## config.mk

```make
export PLATFORM = sky130hd
export DESIGN_NAME = pc_fetch_unit
export DESIGN_NICKNAME = d
export VERILOG_FILES = /design/src/rtl/pc_fetch_unit_pkg.sv /design/src/rtl/pc_incr32.sv /design/src/rtl/pc_fetch_unit.sv
export SDC_FILE = /design/constraint.sdc
export NUM_CORES = 1
export LEC_CHECK = 0
export ABC_AREA = 1
export BUFFER_PORTS_ARGS = -buffer_cell sky130_fd_sc_hd__buf_2
export CAP_MARGIN = 20
export CORE_MARGIN = 2
export CORE_UTILIZATION = 46
export CTS_CLUSTER_SIZE = 10
export DETAILED_ROUTE_END_ITERATION = 12
export PLACE_DENSITY = 0.74
export REMOVE_ABC_BUFFERS = 1
export SLEW_MARGIN = 30
export SYNTH_ARGS = -nofsm -noshare
export SYNTH_HDL_FRONTEND = slang
export SYNTH_SLANG_ARGS = --single-unit
```

## constraint.sdc

```tcl
create_clock -name clk -period 2.8 [get_ports clk]
set_input_delay 0.42 -clock clk [delete_from_list [all_inputs] [get_ports clk]]
set_output_delay 0.42 -clock clk [all_outputs]
set_load 0.05 [all_outputs]
```

## src/rtl/pc_fetch_unit_pkg.sv

```systemverilog
// Shared fetch-stage constants: FSM encoding,
// PC width and default reset vector.
package pc_fetch_unit_pkg;

  localparam int PC_WIDTH = 32;

  localparam logic [PC_WIDTH-1:0] RESET_VECTOR =
    32'h0000_0000;

  localparam logic [1:0] PCF_BOOT   = 2'd0;
  localparam logic [1:0] PCF_RUN    = 2'd1;
  localparam logic [1:0] PCF_HALTED = 2'd2;

endpackage

```

## src/rtl/pc_incr32.sv

```systemverilog
// Combinational +1 adder for the PC path.
// Wraps modulo 2^WIDTH with no carry out.
import pc_fetch_unit_pkg::*;

module pc_incr32 #(
  parameter int WIDTH = PC_WIDTH
) (
  input  logic [WIDTH-1:0] pc,
  output logic [WIDTH-1:0] pc_inc
);

  assign pc_inc = pc + {{(WIDTH-1){1'b0}}, 1'b1};

endmodule

```

## src/rtl/pc_fetch_unit.sv

```systemverilog
// PC stage: holds the PC, issues fetches over
// valid/ready, takes redirects and halt/resume.
import pc_fetch_unit_pkg::*;

module pc_fetch_unit #(
  parameter logic [31:0] RESET_PC = RESET_VECTOR,
  parameter int          WIDTH    = PC_WIDTH
) (
  input  logic             clk,
  input  logic             rst_n,
  input  logic             redirect_valid,
  input  logic [WIDTH-1:0] redirect_pc,
  input  logic             halt,
  input  logic             resume,
  input  logic             fetch_ready,
  output logic             fetch_valid,
  output logic [WIDTH-1:0] fetch_pc,
  output logic [WIDTH-1:0] pc_next_seq,
  output logic             halted,
  output logic [31:0]      fetch_count
);

  logic [1:0]       state;
  logic [1:0]       state_nxt;
  logic [WIDTH-1:0] pc;
  logic [WIDTH-1:0] pc_inc;
  logic [31:0]      cnt;
  logic             fire;

  pc_incr32 #(.WIDTH(WIDTH)) u_incr (
    .pc     (pc),
    .pc_inc (pc_inc)
  );

  assign fetch_valid = (state == PCF_RUN);
  assign halted      = (state == PCF_HALTED);
  assign fire        = fetch_valid & fetch_ready;
  assign fetch_pc    = pc;
  assign pc_next_seq = pc_inc;
  assign fetch_count = cnt;

  // halt always wins over resume
  always_comb begin
    state_nxt = state;
    unique case (1'b1)
      (state == PCF_BOOT):
        state_nxt = halt ? PCF_HALTED : PCF_RUN;
      (state == PCF_RUN):
        if (halt) state_nxt = PCF_HALTED;
      (state == PCF_HALTED):
        if (resume && !halt) state_nxt = PCF_RUN;
      default:
        state_nxt = PCF_BOOT;
    endcase
  end

  always_ff @(posedge clk) begin
    if (!rst_n) begin
      state <= PCF_BOOT;
      pc    <= RESET_PC[WIDTH-1:0];
      cnt   <= '0;
    end else begin
      state <= state_nxt;
      if (redirect_valid) begin
        pc <= redirect_pc;
      end else if (fire) begin
        pc <= pc_inc;
      end
      if (fire) begin
        cnt <= cnt + 32'd1;
      end
    end
  end

endmodule

```

==> results of run 1 <==
## worst paths after layout
path	slack [ns]	cells after the start	to
setup / recovery	0.35	7	pc_next_seq[10]
hold / removal	0.25	2	state[0]
setup reg to reg	0.98	7	fetch_pc[11]
hold reg to reg	0.49	1	state[1]
## kinds of logic (layout without fill, tap and decap cells)
kind of cell    after synthesis  count (layout)  share of synthesized area [%]
simple gates                412             412                           42.6
buf+inv                      99             238                           9.03
compound gates               90              90                           12.3
flops                        66              66                           31.6
xor+xnor                     16              16                           3.89
fa+ha+maj                     2               2                          0.598
## cell usage in the layout (no fill, tap or decap), drive strengths merged
cell and instances:
bufinv 1, buf 140, a211oi 2, ha 2
o21ai 24, dfxtp 66, nor3b 1, nor2 117
clkinvlp 2, clkbuf 11, a21oi 40, nand3 33
nand4 6, xnor2 5, o21a 4, inv 82
a22o 8, clkinv 2, a31oi 10, a221oi 1
and2 2, xor2 11, nand2 247, o211a 1
nor3 6
## sequential cells by signal, indices dropped and copies added, names as in the netlist
name and count:
state 2, fetch_pc 32, fetch_count 32
## layout make-up
cell class	instances	area, um2	share of cell area [%]
flip-flops and latches	66	1320	25.6
inverters	82	308	5.97
well taps	108	135	2.62
clock inverters	5	55.1	1.07
multi-input cells	520	2490	48.3
repair buffers	140	713	13.8
clock buffers	11	131	2.55
## per-stage QoR
step	total power [uW]	instance area (um2)	hold slack, ns	std cells	worst slack (ns)
floorplan	1340	4120	0.436	668	0.0246
global placement	1470	4970	0.451	916	0.749
CTS	2260	5150	0.239	932	0.327
detailed placement	1480	4970	0.468	916	0.724
global route	2340	5150	0.236	932	0.257
finish	2240	5150	0.248	932	0.348
## critical path, cell delays in order, from the launching register on
cell and delay [ns]:
dfxtp_1 0.37, ha_1 0.19, nand2_1 0.09, nor2_4 0.13, nand2_2 0.15, nor2_4 0.19
xor2_1 0.24, buf_2 0.31
## power by group through the flow
| stage | clock [uW] | combinational (uW) | sequential [uW] |
|---|---|---|---|
| after floorplan | 0 | 222 | 1120 |
| after CTS | 808 | 446 | 1010 |
| after detailed placement | 0 | 445 | 1030 |
| after global placement | 0 | 438 | 1030 |
| after global routing | 847 | 476 | 1010 |
| final | 789 | 444 | 1010 |
## layer usage
metal | wire length, um | vias to the layer above | GRT usage [%]
met2 | 5980 | 169 | 44.5
met4 | 257 | 0 | 9.69
met1 | 4960 | 2126 | 29.0
met5 | 0 | - | 0
li1 | - | 2415 | -
met3 | 861 | 30 | 4.22
==> results_dict.tcl, run 1 <==
set metrics [dict create \
    peakVddDrop_mv 0.191 \
    drtIter0Drc 128 \
    power.internal_uw 1490 \
    combPwrFrac_pct 19.8 \
    synthArstFlopShare_pct 0 \
    yosys_warnings 0 \
    clock-root-buffer "clkbuf_8" \
    die-width_um 99.4 \
    cap_violations 0 \
    yosysTopAreaCellShare_pct 31.6 \
    coreArea_um2 8760 \
    synth_edf_count 0 \
    ys_seq_area_share_pct 31.6 \
    synthTopCellsByCount "nand2_1, nor2_1, inv_1" \
    final_core_util_pct 58.8 \
    status "finished clean" \
    grt_pass1_vias 4616 \
    via_per_inst 5.09 \
    critPathRequiredTime_ns 2.38 \
    startpoint_type "flop" \
    ys_top_cells_by_area "dfxtp_1, nand2_1, nor2_1" \
    synth.largest_area_cell "dfxtp_1" \
    netlist_instances 685 \
    cts_max_level 3 \
    power.density_nw_per_um2 435 \
    areaGrowthSynthToFinish_pct 23.1 \
    arrival_ns 2.03 \
    slew_violations 0 \
    grt_max_degree 34 \
    vias 4740 \
    yosys_most_used_dff "dfxtp_1" \
    tns_ns 0 \
    setup_viol 0 \
    place_hpwl_mm 9.27 \
    rr_startpoint "state[1]" \
    fp-row-count 34 \
    grt_overflow 0 \
    netlist_area_um2 4190 \
    finalClockSkew_ns 0.0105 \
    synthMostInstantiatedCell "nand2_1" \
    power_switching_uw 757 \
    fill_cells 860 \
    ys_seq_elements 66 \
    p_leak_uw 0.00230 \
    power_frac_clock_pct 35.2 \
    antenna_found_initial 0 \
    hp-class "in -> reg" \
    cts_sinks 66 \
    cts_resized 0 \
    clk_pin_slew_ns 0.08 \
    layout.nets 859 \
    gp_congestion 0.882 \
    worst_skew_pair.late_latency_ns 0.35 \
    wl_per_cell_um 12.9 \
    n_antenna_cell 0 \
    synth_cell_types 31 \
    min_from "halt" \
    critPathLaunch "fetch_pc[1]" \
    final_antenna_net_count 0 \
    worst_slew_pin_slew_ns 0.583 \
    cp_max_fo 5 \
    drive_gt1_share_pct 22.7 \
    drt_pass1_iterations 5 \
    clock_path_buffers 2 \
    track_usage_pct 24.7 \
    drc 0 \
    start_util_pct 47.8 \
    pin_count 136 \
    cts_buffers 9 \
    swShare_pct 33.7 \
    finalHoldViolations 0 \
    io_buffers 135 \
    crit_path_end_kind "output pin" \
    max_slew_margin_pct 61.1 \
    fin_crit_sh_pct 87.6 \
    syn_area_per_cell_um2 6.11 \
    post-route-min-period_ns 2.45 \
    post_cts_buffers 0 \
    cts_tree "yes" \
    grt_pass1_wl_mm 20.2 \
    critPathKind "reg -> out" \
    postCtsHoldBufs 0 \
    routed_wl_mm 12.1 \
    dieHeight_um 99.4 \
    rsz0062_at_grt "false" \
    die_area_um2 9880 \
    pwr-share-seq_pct 45.0 \
    max_freq_ghz 0.408 \
]
Power figures use the tool's default switching activity.
==> inputs of run 2 (changes only) <==
- CORE_MARGIN: 2 -> 8
- CORE_UTILIZATION: 46 -> 35
- PLACE_DENSITY: 0.74 -> default
==> run 2 against run 1 <==
Compared with the run above: die area is 59% higher; clock-buffer cell count grew 3; hold slack better by 0.0084 ns; power rose by 17%; fmax about the same; sequential cell count unchanged; routed wire length up 11%; core utilization is 14 points lower; sequential share of layout area is 0.84 points lower; sequential power about the same; clock skew down 0.0076 ns.
==> results_dict.tcl, run 2 (synthesized netlist as in run 1, its figures left out) <==
set metrics [dict create \
    track_usage_pct 17.6 \
    slew_violations 0 \
    grt_pass1_vias 4569 \
    dieHeight_um 125 \
    arrival_ns 2.03 \
    cp_max_fo 5 \
    postPlaceCellArea_um2 5030 \
    worst_skew_pair.late_latency_ns 0.34 \
    place_hpwl_mm 10.2 \
    cts_sinks 66 \
    cap_violations 0 \
    status "finished clean" \
    die-width_um 125 \
    final_core_util_pct 44.9 \
    fin_crit_sh_pct 87.5 \
    final_antenna_net_count 0 \
    via_per_inst 4.72 \
    post-route-min-period_ns 2.45 \
    gp_congestion 0.828 \
    cts_tree "yes" \
    routed_wl_mm 13.4 \
    startpoint_type "flop" \
    antenna_found_initial 0 \
    crit_path_end_kind "output pin" \
    hp-class "in -> reg" \
    fp-row-count 40 \
    layout.nets 859 \
    wl_per_cell_um 13.8 \
    grt_max_degree 34 \
    tns_ns 0 \
    max_slew_margin_pct 59.2 \
    final_cell_mix "nand2_1, buf_2, nor2_1" \
    drt_pass1_iterations 4 \
    critPathRequiredTime_ns 2.38 \
    drive_gt1_share_pct 22.6 \
    max_freq_ghz 0.408 \
    power.density_nw_per_um2 493 \
    areaGrowthSynthToFinish_pct 27.3 \
    rsz0062_at_grt "false" \
    clk_pin_slew_ns 0.06 \
    worst_path_max_delay_cell "dfxtp_1" \
    max_stage_delay_ns 0.37 \
    io_buffers 135 \
    post_cts_buffers 0 \
    critPathKind "reg -> out" \
    grt_pass1_wl_mm 22.6 \
    finalPower_uw 2620 \
    finalHoldViolations 0 \
    drc 0 \
    postCtsHoldBufs 0 \
    drtIter0Drc 295 \
    pin_count 136 \
    cts_buffers 9 \
    final_area_um2 5330 \
    setup_viol 0 \
    cts_resized 0 \
    p_leak_uw 0.00236 \
    n_antenna_cell 0 \
    seqCellArea_um2 1320 \
    cts_max_level 3 \
    finalClockSkew_ns 0.00291 \
    clock_path_buffers 2 \
    fill_cells 1293 \
    start_util_pct 35.3 \
    peakVddDrop_mv 0.410 \
    critical_path.cell_chain "ha_1, nand2_1, nor2_4, nand2_1, nor2_4, xor2_1, buf_2" \
    worst_slew_pin_slew_ns 0.612 \
    final_common_cell "nand2_1" \
    multi_input_area_um2 2490 \
    coreArea_um2 11900 \
    vias 4585 \
    die_area_um2 15700 \
    clock-root-buffer "clkbuf_16" \
    grt_overflow 0 \
]
## run 2: changes by cell type in the layout (fill, tap and decap cells not counted)
cell	previous run	this run
clkinvlp_4	2	0
clkbuf_1	2	3
clkbuf_16	0	9
clkbuf_8	9	2
buf_12	0	1
clkinv_2	2	1
buf_4	5	4
## run 2: metal layers
metal,vias to the layer above,GRT usage [%],wire (um)
met1,2014,20.1,5880
met4,0,5.16,148
met3,14,5.91,1050
met2,135,30.3,6350
li1,2422,-,-
met5,-,0,0
## run 2: path summary, 6_finish.rpt
check / startpoint / endpoint / slack, ns / cells past startpoint
worst min register to register: state[1] / state[1] / 0.48 / 1
worst max register to register: state[1] / fetch_pc[11] / 0.99 / 7
worst max-delay path: fetch_pc[1] / pc_next_seq[14] / 0.35 / 7
worst min-delay path: halt / state[0] / 0.26 / 2
## run 2: where the power goes
group | total [uW] | switching (uW) | internal [uW] | leakage [uW]
Sequential | 1010 | 42.0 | 970 | 0.000538
Combinational | 449 | 338 | 112 | 0.00168
Clock | 1160 | 427 | 738 | 0.000147
Total | 2620 | 806 | 1820 | 0.00236
## run 2: layout make-up
cell class	instances	area share, %
Multi-Input combinational cell	520	46.7
Clock buffer	14	4.96
Inverter	82	5.78
Timing Repair Buffer	140	13.6
Clock inverter	2	0.658
Sequential cell	66	24.8
Tap cell	147	3.45
## run 2: worst max-delay path: cells and delay by family, from the launching register on
kind          cells  cell delay (ns)
xor+xnor          1             0.25
simple gates      4             0.56
fa+ha+maj         1             0.19
flops             1             0.37
buf+inv           1             0.32
## run 2: through the flow
stage | std cells | hold WS (ns) | worst slack, ns
floorplan | 668 | 0.436 | 0.0246
global placement | 955 | 0.464 | 0.693
detailed placement | 955 | 0.464 | 0.714
CTS | 971 | 0.244 | 0.336
global route | 971 | 0.251 | 0.206
finish | 971 | 0.256 | 0.349
==> inputs of run 3 (changes only) <==
--- a/config.mk
+++ b/config.mk
@@ -7,5 +7,5 @@
 export LEC_CHECK = 0
 export ABC_AREA = 1
-export BUFFER_PORTS_ARGS = -buffer_cell sky130_fd_sc_hd__buf_2
+export BUFFER_PORTS_ARGS = -buffer_cell sky130_fd_sc_hd__buf_4
 export CAP_MARGIN = 20
 export CORE_MARGIN = 8
@@ -13,4 +13,5 @@
 export CTS_CLUSTER_SIZE = 10
 export DETAILED_ROUTE_END_ITERATION = 12
+export MAX_ROUTING_LAYER = met4
 export REMOVE_ABC_BUFFERS = 1
 export SLEW_MARGIN = 30
==> constraint.sdc (replaced) <==
create_clock -name clk -period 2.8 [get_ports clk]
set_input_delay 0.56 -clock clk [delete_from_list [all_inputs] [get_ports clk]]
set_output_delay 0.56 -clock clk [all_outputs]
set_load 0.05 [all_outputs]
==> run 3 against run 2 <==
Compared with the run above: die area stayed put; first-iteration DRC count is 18% higher; largest cell class unchanged; sequential power hardly changed.
==> results_dict.tcl, run 3 (synthesized netlist as in run 1, its figures left out) <==
set metrics [dict create \
    status "finished clean" \
    drc 0 \
    cts_buffers 9 \
    coreArea_um2 11900 \
    cp_max_fo 5 \
    start_util_pct 35.3 \
    drtIter0Drc 348 \
    worst_slew_pin_slew_ns 0.518 \
    areaGrowthSynthToFinish_pct 35.0 \
    m1WireLength_mm 6.21 \
    hold_depth 2 \
    wl_per_cell_um 14.3 \
    rsz0062_at_grt "false" \
    pin_count 136 \
    drt_pass1_iterations 4 \
    critPathRequiredTime_ns 2.24 \
    cts_sinks 66 \
    dp_slack_ns 0.604 \
    critical_path.reg2reg.endpoint "fetch_pc[11]" \
    antenna_found_initial 0 \
    place_hpwl_mm 10.7 \
    dieHeight_um 125 \
    post_cts_buffers 0 \
    min_from "halt" \
    gp_congestion 0.902 \
    clock_path_buffers 2 \
    io_buffers 135 \
    max_freq_ghz 0.391 \
    crit_path_end_kind "output pin" \
    cap_violations 0 \
    fill_cells 1248 \
    setup_viol 0 \
    grt_pass1_vias 4474 \
    cts_max_level 3 \
    via_per_inst 4.82 \
    finalClockSkew_ns 0.00955 \
    final_common_cell "nand2_1" \
    die-width_um 125 \
    clock-root-buffer "clkbuf_16" \
    post-route-min-period_ns 2.56 \
    drive_gt1_share_pct 22.3 \
    postCtsHoldBufs 0 \
    final_antenna_net_count 0 \
    n_antenna_cell 0 \
    final_cell_mix "nand2_1, buf_4, nor2_1" \
    hp-class "in -> reg" \
    met2_wirelength_mm 6.53 \
    p_leak_uw 0.00239 \
    peakVddDrop_mv 0.260 \
    dr_wl_met3_um 736 \
    die_area_um2 15700 \
    grt_max_degree 44 \
    placed_cells 953 \
    clk_pin_slew_ns 0.05 \
    setup_slack_ns 0.241 \
    routed_wl_mm 13.8 \
    reg2reg_depth 7 \
    top_layer "met4" \
    r2r_slack_ns 0.98 \
    slew_violations 0 \
    finalHoldViolations 0 \
    fp-row-count 40 \
    startpoint_type "flop" \
    power.density_nw_per_um2 484 \
    max_slew_margin_pct 65.5 \
    worst_skew_pair.late_latency_ns 0.34 \
    min_to "state[0]" \
    grt_pass1_wl_mm 22.7 \
    track_usage_pct 18.2 \
    rr_startpoint "state[1]" \
    arrival_ns 2.00 \
    cts_resized 0 \
    vias 4669 \
    layout.nets 857 \
    fin_crit_sh_pct 91.4 \
    instances_no_fill 969 \
    cts_tree "yes" \
    grt_overflow 0 \
    critPathKind "reg -> out" \
]
==> run 3: worst max path at each step <==
stage            startpoint               to  slack, ns  depth (start not counted)
2_1_floorplan   fetch_pc[0]  pc_next_seq[11]      -0.12                          5
3_3_place_gp   fetch_pc[15]  pc_next_seq[27]       0.64                          7
3_5_place_dp    fetch_pc[0]  pc_next_seq[14]       0.60                          7
4_1_cts        fetch_pc[15]  pc_next_seq[31]       0.24                          7
5_1_grt        fetch_pc[15]  pc_next_seq[31]        0.1                          7
6_report       fetch_pc[15]  pc_next_seq[27]       0.24                          8
==> run 3: area by class of cell <==
cell class / count / area (um2) / area share, %
clock inverter: 2 / 60.1 / 1.06
inverter: 82 / 308 / 5.44
multi-input combinational: 520 / 2490 / 44.0
clock buffer: 14 / 254 / 4.49
sequential: 66 / 1320 / 23.4
timing repair buffer: 138 / 1040 / 18.3
tap: 147 / 184 / 3.25
==> run 3: worst max-delay path, cell delays in order (launching register included) <==
cell and delay (ns):
dfxtp_1 0.49, nand2_1 0.13, nor2_1 0.36, nand2_1 0.11, nor2_1 0.13, nand2_1 0.06, nand2_1 0.06, nand2_1 0.10
buf_4 0.21
==> run 3: layer usage <==
| layer | vias to the layer above | GRT usage, % |
|---|---|---|
| li1 | 2412 | - |
| met5 | - | - |
| met1 | 2090 | 21.7 |
| met2 | 143 | 29.4 |
| met4 | 0 | 7.95 |
| met3 | 24 | 3.65 |
==> run 3: through the flow <==
step,setup TNS [ns],total power [uW],utilization [%],instance area [um2],hold slack [ns]
detailed placement,0,1530,45.0,5340,0.461
finish,0,2740,47.7,5650,0.397
CTS,0,2770,47.7,5650,0.387
floorplan,-0.311,1340,-,4120,0.436
global placement,0,1530,45.0,5340,0.455
global route,0,2840,47.7,5650,0.401
==> run 3: power breakdown <==
group	switching [uW]	internal (uW)	leakage, uW
Sequential	43.1	970	0.000538
Clock	422	806	0.000151
Combinational	340	155	0.00170
Total	806	1930	0.00239
